[src/rtl/gpio_pkg.sv]
// Shared definitions for the memory-mapped GPIO bank: register word offsets,
// edge-select encoding and the input warm-up states.
package gpio_pkg;

  // Word index (addr[7:2]); byte offsets are 0x00..0x1C.
  typedef enum logic [5:0] {
    REG_OUT        = 6'h00,
    REG_DIR        = 6'h01,
    REG_IN         = 6'h02,
    REG_IRQ_EN     = 6'h03,
    REG_IRQ_STATUS = 6'h04,
    REG_EDGE_SEL   = 6'h05,
    REG_OUT_SET    = 6'h06,
    REG_OUT_CLR    = 6'h07
  } gpio_reg_e;

  typedef enum logic {
    EDGE_RISE = 1'b0,
    EDGE_FALL = 1'b1
  } gpio_edge_e;

  typedef enum logic {
    ST_WARM = 1'b0,
    ST_RUN  = 1'b1
  } gpio_warm_e;

  function automatic logic addr_hit(input logic [31:0] addr, input logic [31:0] base);
    return addr[31:8] == base[31:8];
  endfunction

endpackage

[src/rtl/gpio_sync.sv]
// Multi-stage flop chain bringing asynchronous pad inputs into the clk domain.
module gpio_sync #(
  parameter int unsigned STAGES = 2,
  parameter int unsigned WIDTH  = 4
) (
  input  logic             clk,
  input  logic             rst,
  input  logic [WIDTH-1:0] d_i,
  output logic [WIDTH-1:0] q_o
);

  logic [WIDTH-1:0] stage_q [STAGES];

  always_ff @(posedge clk) begin
    if (rst) begin
      for (int unsigned i = 0; i < STAGES; i++) begin
        stage_q[i] <= '0;
      end
    end else begin
      stage_q[0] <= d_i;
      for (int unsigned i = 1; i < STAGES; i++) begin
        stage_q[i] <= stage_q[i-1];
      end
    end
  end

  assign q_o = stage_q[STAGES-1];

endmodule

[src/rtl/gpio_bank_mmio.sv]
// Memory-mapped GPIO bank: output/direction registers, synchronized inputs,
// per-pin edge interrupts with W1C status and a registered load port.
module gpio_bank_mmio
  import gpio_pkg::*;
#(
  parameter int unsigned WIDTH       = 4,
  parameter logic [31:0] BASE_ADDR   = 32'h8000_0000,
  parameter int unsigned SYNC_STAGES = 2
) (
  input  logic             clk,
  input  logic             rst,
  input  logic [31:0]      addr,
  input  logic [31:0]      wdata,
  input  logic             we,
  input  logic             re,
  output logic [31:0]      rdata,
  output logic             rvalid,
  input  logic [WIDTH-1:0] pins_in,
  output logic [WIDTH-1:0] pins_out,
  output logic [WIDTH-1:0] pins_oe,
  output logic             irq
);

  localparam logic [2:0] WARM_LAST = 3'(SYNC_STAGES);

  logic [WIDTH-1:0] out_q, out_d;
  logic [WIDTH-1:0] dir_q, dir_d;
  logic [WIDTH-1:0] irq_en_q, irq_en_d;
  logic [WIDTH-1:0] status_q, status_d;
  logic [WIDTH-1:0] edge_sel_q, edge_sel_d;
  logic [WIDTH-1:0] in_dly_q;
  logic [31:0]      rdata_q, rdata_d;
  logic             rvalid_q, rvalid_d;
  logic             irq_q, irq_d;

  gpio_warm_e       warm_state_q;
  logic [2:0]       warm_cnt_q;
  logic             detect_en_q;

  logic [WIDTH-1:0] in_sync;
  logic [WIDTH-1:0] wr_val;
  logic [WIDTH-1:0] w1c_mask;
  logic [WIDTH-1:0] rise, fall, edge_evt;
  logic [31:0]      rd_val;
  logic             hit, wr_hit, rd_hit;
  gpio_reg_e        reg_sel;
  logic             unused_bits;

  gpio_sync #(
    .STAGES(SYNC_STAGES),
    .WIDTH (WIDTH)
  ) u_sync (
    .clk(clk),
    .rst(rst),
    .d_i(pins_in),
    .q_o(in_sync)
  );

  assign hit     = addr_hit(addr, BASE_ADDR);
  assign wr_hit  = we && hit;
  assign rd_hit  = re && hit;
  assign reg_sel = gpio_reg_e'(addr[7:2]);
  assign wr_val  = wdata[WIDTH-1:0];

  assign unused_bits = ^{addr[1:0], wdata};

  // Pins already high at reset must not look like edges while the chain fills.
  always_ff @(posedge clk) begin
    if (rst) begin
      warm_state_q <= ST_WARM;
      warm_cnt_q   <= '0;
      detect_en_q  <= 1'b0;
    end else begin
      case (warm_state_q)
        ST_WARM: begin
          if (warm_cnt_q == WARM_LAST) begin
            warm_state_q <= ST_RUN;
            detect_en_q  <= 1'b1;
          end else begin
            warm_cnt_q <= warm_cnt_q + 3'd1;
          end
        end
        ST_RUN:  detect_en_q <= 1'b1;
        default: warm_state_q <= ST_WARM;
      endcase
    end
  end

  assign rise = in_sync & ~in_dly_q;
  assign fall = ~in_sync & in_dly_q;

  always_comb begin
    edge_evt = '0;
    for (int unsigned i = 0; i < WIDTH; i++) begin
      if (gpio_edge_e'(edge_sel_q[i]) == EDGE_FALL) begin
        edge_evt[i] = detect_en_q && fall[i];
      end else begin
        edge_evt[i] = detect_en_q && rise[i];
      end
    end
  end

  always_comb begin
    out_d      = out_q;
    dir_d      = dir_q;
    irq_en_d   = irq_en_q;
    edge_sel_d = edge_sel_q;
    w1c_mask   = '0;
    if (wr_hit) begin
      case (reg_sel)
        REG_OUT:        out_d      = wr_val;
        REG_DIR:        dir_d      = wr_val;
        REG_IRQ_EN:     irq_en_d   = wr_val;
        REG_IRQ_STATUS: w1c_mask   = wr_val;
        REG_EDGE_SEL:   edge_sel_d = wr_val;
        REG_OUT_SET:    out_d      = out_q | wr_val;
        REG_OUT_CLR:    out_d      = out_q & ~wr_val;
        default:        ;
      endcase
    end
    // A fresh event outranks a same-cycle clear.
    status_d = (status_q & ~w1c_mask) | edge_evt;
  end

  always_comb begin
    case (reg_sel)
      REG_OUT:        rd_val = 32'(out_q);
      REG_DIR:        rd_val = 32'(dir_q);
      REG_IN:         rd_val = 32'(in_sync);
      REG_IRQ_EN:     rd_val = 32'(irq_en_q);
      REG_IRQ_STATUS: rd_val = 32'(status_q);
      REG_EDGE_SEL:   rd_val = 32'(edge_sel_q);
      default:        rd_val = '0;
    endcase
    rdata_d  = rd_hit ? rd_val : '0;
    rvalid_d = rd_hit;
    irq_d    = |(status_q & irq_en_q);
  end

  always_ff @(posedge clk) begin
    if (rst) begin
      out_q      <= '0;
      dir_q      <= '0;
      irq_en_q   <= '0;
      status_q   <= '0;
      edge_sel_q <= '0;
      in_dly_q   <= '0;
      rdata_q    <= '0;
      rvalid_q   <= 1'b0;
      irq_q      <= 1'b0;
    end else begin
      out_q      <= out_d;
      dir_q      <= dir_d;
      irq_en_q   <= irq_en_d;
      status_q   <= status_d;
      edge_sel_q <= edge_sel_d;
      in_dly_q   <= in_sync;
      rdata_q    <= rdata_d;
      rvalid_q   <= rvalid_d;
      irq_q      <= irq_d;
    end
  end

  assign pins_out = out_q;
  assign pins_oe  = dir_q;
  assign rdata    = rdata_q;
  assign rvalid   = rvalid_q;
  assign irq      = irq_q;

endmodule

[config.mk]
export PLATFORM = sky130hd
export DESIGN_NAME = gpio_bank_mmio
export DESIGN_NICKNAME = d
export VERILOG_FILES = /design/src/rtl/gpio_pkg.sv /design/src/rtl/gpio_sync.sv /design/src/rtl/gpio_bank_mmio.sv
export SDC_FILE = /design/constraint.sdc
export NUM_CORES = 1
export LEC_CHECK = 0
export CORE_MARGIN = 5
export CORE_UTILIZATION = 25
export CTS_BUF_LIST = sky130_fd_sc_hd__clkbuf_4 sky130_fd_sc_hd__clkbuf_8 sky130_fd_sc_hd__clkbuf_16
export DETAILED_ROUTE_END_ITERATION = 16
export GPL_TIMING_DRIVEN = 1
export PLACE_DENSITY = 0.56
export SYNTH_ARGS = -nofsm -noshare
export SYNTH_HDL_FRONTEND = slang
export SYNTH_SLANG_ARGS = --single-unit
[constraint.sdc]
create_clock -name clk -period 1.5 [get_ports clk]
set_input_delay 0.3 -clock clk [delete_from_list [all_inputs] [get_ports clk]]
set_output_delay 0.3 -clock clk [all_outputs]
set_load 0.02 [all_outputs]
==> impl_results.md <==
* Initial Util at between 20% and 30%
* Detailed-route wire length at 6.19 mm
* Final Power at ~2800 uW
* Design area at 3360 um2
* Area delta synth->final at 48.2%
* MaxCap Viol Count at 0
* Hold Worst Slack at 0.441 ns
* Initial antenna violation count at 0
* Final Hold Vio Count at 0
* Critical Path RT at roughly 1.7 ns
* Cell count after synthesis at 240
* Die width at between 100 and 150 um
* Post-Route Skew at roughly 0.0089 ns
* Clock power share at 38.3%
* Drt drc at 0
* Clk sinks at 43
* Non-filler instance count after layout at ~440
* Final cycle utilization of the critical path at between 90% and 100%
* Filler Cells Inserted at about 880
* Vias in the first global route at around 2,000
* Syn Area/Cell at between 9 and 10 um2
* Max VDD drop at ~330 uV
* Gpl congestion at 0.784
* Crit Path Class: in -> reg
* Num CTS Buffers at 5
* Fmax at ~670 MHz
* Met1 wire length at around 2.9 mm
* WL met2 at approximately 2.9 mm
* H-tree depth at 2
* Placed cells at between 400 and 500
* Area leader, netlist: dfxtp_1
* Yosys cell types at 43
* WL/cell at 14.2 um
* Core ar. at roughly 8800 um2
* Crit Path Max Fanout at 7
* Reg2reg setup slack at about 0.06 ns
* Worst Hold Launch: u_sync.stage_q[0][1]
* Ports at approximately 110
* Post-Synthesis Cell Area at 2270 um2
* Internal power at 2120 uW
* Synth top area cells: dfxtp_1, buf_4, mux2_2
* Initial DRT Pass Iterations at 4
* Rows at 34
* Hold Path End: u_sync.stage_q[0][5]
* Worst R2R End: rdata[0]
* RSZ-0062 raised after global routing: no
* Largest net degree at the start of global routing at 21
* Final Max Slew Viols at 0
* Leakage dissipation at ~0.0015 uW
* Global route total overflow at 0
* Clk Tree Root Cell: clkbuf_8
* Outcome: finished, final reports clean
* Starting DRC count in detailed routing at roughly 140
* Layout cells sized above 1 at between 20% and 30%
* DIE AREA at about 11,000 um2
* Max layer used: met4
* Vias per cell at 4.46
* CP arrival at approximately 1.7 ns
* TNS Setup at 0 ns
* Setup Viol. Count Final at 0
* Vias at 1,950
* Clock-pin slew on the worst setup and hold paths at roughly 0.08 ns
* CTS max path bufs at 2
* Period minus WS final at roughly 1.5 ns
* DR WL met3 at between 300 and 400 um
* Global-route wire length before repair at between 9 and 10 mm
* Die Y at about 110 um
* Total GRT Usage at 10.9%
* Crit end category: flip-flop
* CP startpoint kind: input port
* Total net switching power at 715 uW
* Post-DP Area at roughly 3000 um2
* ANT cells at 0
* Reg2reg start: edge_sel_q[0]
* Reg2Reg Depth at 4
* Depth of the worst hold-timing path at 1
* Logic pwr share at approximately 18%
* # nets final at 402
* CTS tree: built
* Share of the synthesized area in the top cell type at 37.9%
* Flop pwr share at between 40% and 50%
* Clock Latency Late Sink at 0.30 ns
* Switching Share at ~25%
* DRT antenna net count at 0
* Synth Register Bits at 43
* I/O Buffers at 55
* Hpwl dp at around 4.7 mm
* Seq/Total Area, Yosys at about 38%
* PD cells at around 840 nW/um2
* Yosys warns at 0
* Worst hold path class: reg -> reg
## layout by cell type, fill, tap and decap left out, types with 4 or more instances in the layout
master and count:
a21oi_1 11, a22o_1 4, dlymetal6s2s_1 5, nor3b_1 4, nor2_1 14, clkdlybuf4s50_1 10, o21ai_0 7, conb_1 28
nand2_1 20, dfxtp_1 43, inv_1 4, mux2_2 5, and3b_1 5, o21ai_2 4, o21ai_1 5, a222oi_1 4
buf_6 6, nor2b_1 14, clkdlybuf4s15_1 7, buf_4 26, clkbuf_8 5, nand3_1 4, mux2i_1 8, dlygate4sd2_1 32
nor4_4 4
## routing by layer
layer	vias up	global-route usage [%]
met4	0	2.44
li1	979	-
met3	6	2.63
met5	-	0
met1	906	14.9
met2	59	17.3
## state kept, by name (all words and copies together), names as in the netlist, 4 cells and up
register and count:
u_sync.stage_q 8, edge_sel_q 4, in_dly_q 4, irq_en_q 4, pins_oe 4, pins_out 4
rdata 4, status_q 4
## metrics by stage
stage                     utilization (%)  setup slack, ns
after floorplan                         -            0.132
after global routing                 38.2          0.00693
after CTS                            37.2         -0.00714
after global placement               34.6           -0.489
after detailed placement             34.6           -0.532
final                                38.2           0.0102
## power groups by stage
stage	registers [uW]	logic (uW)	clock network [uW]
6_report	1250	504	1090
5_1_grt	1260	553	1140
4_1_cts	1250	485	1100
3_5_place_dp	1270	485	0
3_3_place_gp	1270	478	0
2_1_floorplan	1260	324	0
## worst max-delay path, stage by stage
cell and delay (ns):
dlygate4sd2_1 0.24, buf_6 0.13, mux2_4 0.29, a22o_1 0.21, a222oi_1 0.39, nor2_1 0.10
## worst max-delay path by stage
stage          slack, ns  depth (start not counted)     start     endpoint
3_5_place_dp       -0.53                          6   addr[4]     rdata[0]
4_1_cts           -0.007                          5  addr[13]  pins_out[2]
5_1_grt            0.007                          6  addr[29]  pins_out[2]
2_1_floorplan       0.13                          5  addr[27]  pins_out[1]
6_report            0.01                          6   addr[4]     rdata[0]
3_3_place_gp       -0.49                          6   addr[4]     rdata[0]
## cells by family after synthesis
| group | synth area share, % |
|---|---|
| flip-flops | 37.9 |
| multiplexers | 7.50 |
| buffers and inverters | 11.7 |
| other | 0.165 |
| AND/OR/NAND/NOR | 28.8 |
| XOR/XNOR | 0.772 |
| adder cells (fa/ha/maj) | 1.10 |
| AO/OA/AOI/OAI | 12.0 |
## what timing repair did
action / 4_1_cts / 5_1_grt
resized for setup: 68 / 22
setup endpoints to repair: 37 / 14
gates cloned: 1 / 0
pin swaps: 33 / 10
setup buffers: 3 / 2
hold buffers: 0 / 0
## synth_stat cells
cell and count:
and2_2 2, and4_1 1, a22oi_1 2, nor3_1 6, buf_6 1, clkbuf_1 4, ha_1 2, inv_1 4
nor4_4 2, and3_1 2, and2_1 1, nand3_1 4, o21ai_0 12, nand3_2 1, nand4_1 3, buf_2 3
a222oi_1 4, and3b_1 5, a21oi_1 12, o21ai_1 4, nor2_8 1, and4b_1 1, mux2_2 8, nand2_1 20
buf_4 28, nand4_2 1, nor4_2 3, or3_4 1, o311ai_1 4, nand4_4 2, a22o_1 4, xor2_1 1
xnor2_1 1, nor3b_2 2, nor2b_1 14, nor3b_1 4, and4_4 1, nor2_1 14, nor4b_2 2, conb_1 1
mux2i_1 8, a211oi_1 1, dfxtp_1 43
## layout make-up
cell class	count	area (um2)	area share, %
flip-flops and latches	43	861	25.6
well taps	108	135	4.02
multi-input cells	184	1390	41.4
clock buffers	6	76.3	2.27
inverters	4	15.0	0.446
clock inverters	2	60.1	1.79
repair buffers	90	826	24.5
Note: power is estimated with default switching activity, not from simulation.
